`config.mk`:
```
export PLATFORM = sky130hd
export DESIGN_NAME = pipe_skid_latch
export DESIGN_NICKNAME = d
export VERILOG_FILES = /design/src/rtl/pipe_skid_latch.sv
export SDC_FILE = /design/constraint.sdc
export NUM_CORES = 1
export LEC_CHECK = 0
export BUFFER_PORTS_ARGS = -buffer_cell sky130_fd_sc_hd__clkbuf_2
export CAP_MARGIN = 25
export CORE_AREA = 2 2 87 89
export CTS_CLUSTER_SIZE = 20
export DETAILED_ROUTE_END_ITERATION = 8
export DIE_AREA = 0 0 89 91
export GPL_TIMING_DRIVEN = 0
export PLACE_DENSITY = 0.79
export SLEW_MARGIN = 20
export SYNTH_ARGS = -nofsm -noshare
export SYNTH_HDL_FRONTEND = slang
export SYNTH_SLANG_ARGS = --single-unit
export TNS_END_PERCENT = 10
```
`constraint.sdc`:
```
create_clock -name CLK -period 3 [get_ports CLK]
set_clock_uncertainty 0.15 [all_clocks]
set_input_delay 0.3 -clock CLK [delete_from_list [all_inputs] [get_ports CLK]]
set_output_delay 0.3 -clock CLK [all_outputs]
set_load 0.05 [all_outputs]
```
`src/rtl/pipe_skid_latch.sv`:
```
// Valid/ready pipeline-stage latch with a 2-entry skid buffer and synchronous flush.
// Optional saturating stall counter enabled by defining PIPE_SKID_STALL_CNT_EN.
//
// state | meaning
// EMPTY | no entry held, OUT_V=0, IN_RDY=1
// ONE   | main register valid, skid unused
// FULL  | main and skid valid, IN_RDY=0
module pipe_skid_latch #(
    parameter int                 WIDTH      = 32,
    parameter logic [WIDTH-1:0]   RESET_DATA = '0,
    parameter int                 CNT_W      = 16
) (
    input  logic             CLK,
    input  logic             RST,
    input  logic             FLUSH,
    input  logic             IN_V,
    input  logic [WIDTH-1:0] IN_DATA,
    output logic             IN_RDY,
    output logic             OUT_V,
    output logic [WIDTH-1:0] OUT_DATA,
    input  logic             OUT_RDY,
`ifdef PIPE_SKID_STALL_CNT_EN
    output logic [CNT_W-1:0] STALL_CNT,
`endif
    output logic [1:0]       OCC
);

    typedef enum logic [1:0] {
        EMPTY = 2'd0,
        ONE   = 2'd1,
        FULL  = 2'd2
    } state_t;

    state_t             state_q, state_d;
    logic [WIDTH-1:0]   main_q, main_d;
    logic [WIDTH-1:0]   skid_q, skid_d;
    logic               out_v_q, out_v_d;
    logic               in_rdy_q, in_rdy_d;
    logic [1:0]         occ_q, occ_d;
    logic               in_fire;
    logic               out_fire;

    assign in_fire  = IN_V & in_rdy_q;
    assign out_fire = out_v_q & OUT_RDY;

    always_comb begin
        state_d = state_q;
        main_d  = main_q;
        skid_d  = skid_q;
        // Flush overrides every transition and suppresses all data loads.
        if (FLUSH) begin
            state_d = EMPTY;
        end else begin
            case (state_q)
                EMPTY: begin
                    if (in_fire) begin
                        main_d  = IN_DATA;
                        state_d = ONE;
                    end
                end
                ONE: begin
                    if (in_fire && out_fire) begin
                        main_d = IN_DATA;
                    end else if (in_fire) begin
                        skid_d  = IN_DATA;
                        state_d = FULL;
                    end else if (out_fire) begin
                        state_d = EMPTY;
                    end
                end
                FULL: begin
                    if (out_fire) begin
                        main_d  = skid_q;
                        state_d = ONE;
                    end
                end
                default: state_d = EMPTY;
            endcase
        end

        out_v_d  = (state_d != EMPTY);
        in_rdy_d = (state_d != FULL);
        case (state_d)
            ONE:     occ_d = 2'd1;
            FULL:    occ_d = 2'd2;
            default: occ_d = 2'd0;
        endcase
    end

    always_ff @(posedge CLK or posedge RST) begin
        if (RST) begin
            state_q  <= EMPTY;
            main_q   <= RESET_DATA;
            skid_q   <= RESET_DATA;
            out_v_q  <= 1'b0;
            in_rdy_q <= 1'b1;
            occ_q    <= 2'd0;
        end else begin
            state_q  <= state_d;
            main_q   <= main_d;
            skid_q   <= skid_d;
            out_v_q  <= out_v_d;
            in_rdy_q <= in_rdy_d;
            occ_q    <= occ_d;
        end
    end

    assign OUT_V    = out_v_q;
    assign IN_RDY   = in_rdy_q;
    assign OUT_DATA = main_q;
    assign OCC      = occ_q;

`ifdef PIPE_SKID_STALL_CNT_EN
    logic [CNT_W-1:0] stall_cnt_q, stall_cnt_d;

    always_comb begin
        stall_cnt_d = stall_cnt_q;
        if (out_v_q && !OUT_RDY && (stall_cnt_q != {CNT_W{1'b1}})) begin
            stall_cnt_d = stall_cnt_q + 1'b1;
        end
    end

    always_ff @(posedge CLK or posedge RST) begin
        if (RST) begin
            stall_cnt_q <= '0;
        end else begin
            stall_cnt_q <= stall_cnt_d;
        end
    end

    assign STALL_CNT = stall_cnt_q;
`endif

endmodule

```
## Word level (Yosys, flattened, before mapping)

Index checks and enable logic that the tools add are counted.

- Order comparisons: 0
- Muxes and demuxes: 12
- $add $sub $neg: 0
- Bitwise gates (word level): 4
- Reduce and logical (&&, ||, !) cells: 6
- Equality and inequality tests: 8
- Divide/modulo/power cells: 0
- Multiply operators: 0
- Shift-type cells: 0

Operator list:

| operator | number |
|---|---|
| $mux W32 | 3 |
| $pmux W32 S3 | 1 |
| $mux W2 | 6 |
| $ne A2 B2 Y1 const B | 4 |
| $pmux W2 S3 | 1 |
| $reduce_and A5 Y1 | 1 |
| $eq A2 B1 Y1 const B | 2 |
| $eq A2 B2 Y1 const B | 2 |
| $pmux W2 S2 | 1 |
| $reduce_and A4 Y1 | 1 |
| $reduce_bool A3 Y1 | 1 |
| $and A1 B1 Y1 | 2 |
| $logic_not A2 Y1 | 1 |
| $not A1 Y1 | 2 |
| $reduce_bool A2 Y1 | 1 |
| $logic_and A1 B1 Y1 | 1 |

- Output and inout port bits: 36
- Register bits after elaboration: 70
- Memory bits (writable): 0
- Latch bits: 0
- Memories: 0
- Memory bits (read-only): 0

## Longest topological paths before layout

- Word-level depth: 8
- Depth in mapped cells: 5
- Depth with buffers taken out: 4

## Worst setup path after synthesis

OpenSTA, ideal clock, no wires.

- Path type: reg2reg
- Start point: reg in_rdy_q (netlist: IN_RDY)
- End point: reg skid_q[22]
- Arrival: 1.787 ns
- Setup time: 0.125 ns
- Period minus slack after synthesis: 2.061 ns
- Buffers on the path: 1
- Cell stages (with the launch flop): 5
- Required time: 2.725 ns
- Setup slack: 0.939 ns
- Path through: dfstp_2 > nand2_1 > nor4_2 > buf_4 > mux2_2

- Word-level cells in the longest chain between the ends: 4

RTL lines:

| item | line | RTL |
|---|---|---|
| from (decl) | 38 | `logic in_rdy_q, in_rdy_d;` |
| from (signal assigned) | 103 | `in_rdy_q <= in_rdy_d;` |
| $and A1 B1 Y1 (*) | 43 | `assign in_fire = IN_V & in_rdy_q;` |
| $logic_and A1 B1 Y1 | 62 | `if (in_fire && out_fire) begin` |
| $not A1 Y1 (no source line) | -- |  |
| $reduce_and A4 Y1 (no source line) (*) | -- |  |
| to (signal assigned) | 101 | `skid_q <= skid_d;` |
| to (decl) | 36 | `logic [WIDTH-1:0] skid_q, skid_d;` |

Mark *: on every way between the ends. The rest lies on a longest branch, timed or not.
A chain may end at the register's enable or synchronous reset.

## Final worst setup path

- Start point: reg in_rdy_q (netlist: IN_RDY)
- End point: reg skid_q[27]

Same word-level chain as after synthesis.

==> results.cfg <==
[cells_and_area]
final_cell_area_um2 = 3900
final_cells = 384
layout_commonest_cell = clkbuf_2
drive_above_1_share_pct = 68.4
multi_input_area_um2 = 1320
diodes = 0
final_cell_mix = 72 x clkbuf_2, 69 x dfrtp_1, 64 x mux2_2
syn2layout_area_growth_pct = 23.7
regArea_um2 = 1750
fin_nets = 317
num-fill-cells = 632

[power]
seqPwrFrac_pct = 40.9
swShare_pct = 36.2
p_per_area_nw_per_um2 = 904
p_sw_mw = 1.28
p_clk_share_pct = 24.0
p_int_mw = 2.25
ir_worst_vdd_mv = 0.565
leakage_nw = 1.86
combPwrFrac_pct = 35.1

[hold_path]
holdPathEnd = skid_q[29]$_DFFE_PP0P_
hold_class = in -> reg
hold_path_depth = 2
hold_path.startpoint = IN_DATA[29]

[sta]
rsz0062_at_grt = false
hold_violations = 0
worst-slew-pin-transition_ns = 0.596
tns_ns = 0
slew_viol_final = 0
min_period_over_period_pct = 69.4
min_period_ns = 2.08
fmax_ghz = 0.480
relSlewSlack_pct = 60.3
finalHoldWorstSlack_ns = 0.0491
finalSetupViolCount = 0

[critical_path]
r2r-start = IN_RDY$_DFF_PP1_
r2r_slack_ns = 0.92
cp_max_fo = 10
critPathKind = reg -> reg
startpoint = IN_RDY$_DFF_PP1_
r2r_cells = 4
required_ns = 3.07
rr_endpoint = skid_q[27]$_DFFE_PP0P_
path_buf_inv = 1
arrival_ns = 2.15
worst_path_dominant_cell_family = simple AND/OR/NAND/NOR gates
critPathCaptureType = flop
slowest_stage = dfstp_2
critPathLaunchType = flop
critPathMaxStageDelay_ns = 0.55
crit_chain = nand2_1, nor4_2, buf_4, mux2_1

[synthesis]
ys_types = 23
yosysSeqAreaShare_pct = 55.6
synthCells = 195
yosysWarningCount = 0
yosys_register_bits = 70
syn_avg_cell_area_um2 = 16.2
synthesis.nets = 232
synth_area_um2 = 3150

[route]
wl_per_cell_um = 15.4
ant_nets = 0
drt_iter0_markers = 15
routed-via-count = 1872
drc = 0
vias_per_cell = 4.88
dr.pass1.iters = 3
wirelength_um = 5900

[cts]
clockRootBuffer = clkbuf_8
insertion_delay_ns = 0.34
clock_sinks = 70
clock_path_buffers = 2
cts_tree = done
clkTransAtPathRegs_ns = 0.08
htreeDepth = 3
cts_buffers = 9
postCtsSetupBuffers = 0

[floorplan]
core_um2 = 7140
dieArea_um2 = 8100
die_w_um = 89
rows = 31
start_util_pct = 44.2
io_pins = 73
die-height_um = 91

[global_routing]
grt_use_met1_pct = 20.9
grt-ovfl-total = 0
grt.busiest_layer = met2
grt_pass1_vias = 2016
grt_pass1_wl_um = 9870
grt_max_degree = 50
antenna_found_initial = 0
gr-usage-all-layers_pct = 16.0
met2_usage_pct = 24.6
met3_usage_pct = 6.91

[placement]
gp_congestion = 0.742
hpwl_um = 4140
port_buffers = 72
dp.cells = 367
place_area_um2 = 3670

[run]
maxCapViolations = 0

[outcome]
run_status = finished clean
==> synthesized netlist by cell type <==
cell | instances | share of area (%)
buf_4 | 3 | 0.71
and3b_1 | 1 | 0.28
clkbuf_1 | 1 | 0.12
and2b_1 | 1 | 0.24
dfrtp_1 | 69 | 55
o21bai_2 | 1 | 0.36
nand2b_1 | 2 | 0.40
a21oi_1 | 1 | 0.16
nand4b_1 | 1 | 0.28
a221o_1 | 1 | 0.32
mux2_2 | 64 | 23
a21oi_4 | 1 | 0.52
a21o_1 | 1 | 0.24
mux2_1 | 2 | 0.71
nand2_1 | 4 | 0.48
dfstp_2 | 1 | 0.83
buf_2 | 1 | 0.16
buf_6 | 3 | 1.1
buf_1 | 1 | 0.12
nor4_2 | 1 | 0.40
a31oi_1 | 2 | 0.40
mux2_4 | 30 | 14
inv_1 | 3 | 0.36
==> state kept, by name, summed over array words and instances (netlist names) <==
name / flops
OUT_DATA: 32
IN_RDY: 1
OUT_V: 1
skid_q: 32
OCC: 2
state_q: 2
==> power by group through the flow <==
stage	clock network [mW]	registers, mW	logic (mW)
final	0.845	1.44	1.24
after detailed placement	0	1.46	1.25
after global routing	0.907	1.49	1.31
after CTS	0.871	1.45	1.26
after floorplan	0	1.93	0.488
after global placement	0	1.44	1.23
==> per-layer routing <==
layer	routed length [µm]	vias to the layer above	share of wire [%]
li1	-	872	-
met1	2630	942	45
met2	2840	54	48
met3	402	4	6.8
met4	28	0	0.47
met5	0	-	0
==> how the worst max path moves through the flow <==
stage	cells past startpoint	to
3_3_place_gp	2	skid_q[25]$_DFFE_PP0P_
5_1_grt	4	skid_q[17]$_DFFE_PP0P_
2_1_floorplan	1	OCC[0]$_DFF_PP0_
3_5_place_dp	4	skid_q[23]$_DFFE_PP0P_
4_1_cts	4	skid_q[27]$_DFFE_PP0P_
6_report	4	skid_q[27]$_DFFE_PP0P_
==> repair_timing <==
| action | CTS | global route |
|---|---|---|
| resized for setup | 0 | 0 |
| hold endpoints to repair | 21 | 0 |
| hold buffers | 1 | 0 |
==> per-stage QoR <==
step / total power [mW] / setup WS [ns] / utilization (%)
final: 3.53 / 0.918 / 54.7
after global routing: 3.71 / 0.806 / 54.7
after CTS: 3.58 / 0.891 / 54.7
after detailed placement: 2.72 / 0.915 / 51.4
after global placement: 2.66 / -0.0736 / 51.0
after floorplan: 2.42 / 0.783 / -
==> layout make-up <==
type,count,share of cell area (%)
plain buffers,9,1.76
clock inverters,6,2.18
clock buffers,10,3.53
flip-flops and latches,70,44.9
repair buffers,74,10.2
well taps,99,3.18
inverters,3,0.353
multi-input cells,113,33.9
==> logic make-up (layout without fill, tap and decap cells) <==
family	count (synthesis)	after routing	share of synthesized area [%]
buf+inv	12	102	2.54
flops	70	70	55.6
mux	96	96	37.8
simple gates	10	10	2.06
compound gates	7	7	1.98
Note: power is estimated with default switching activity, not from simulation.
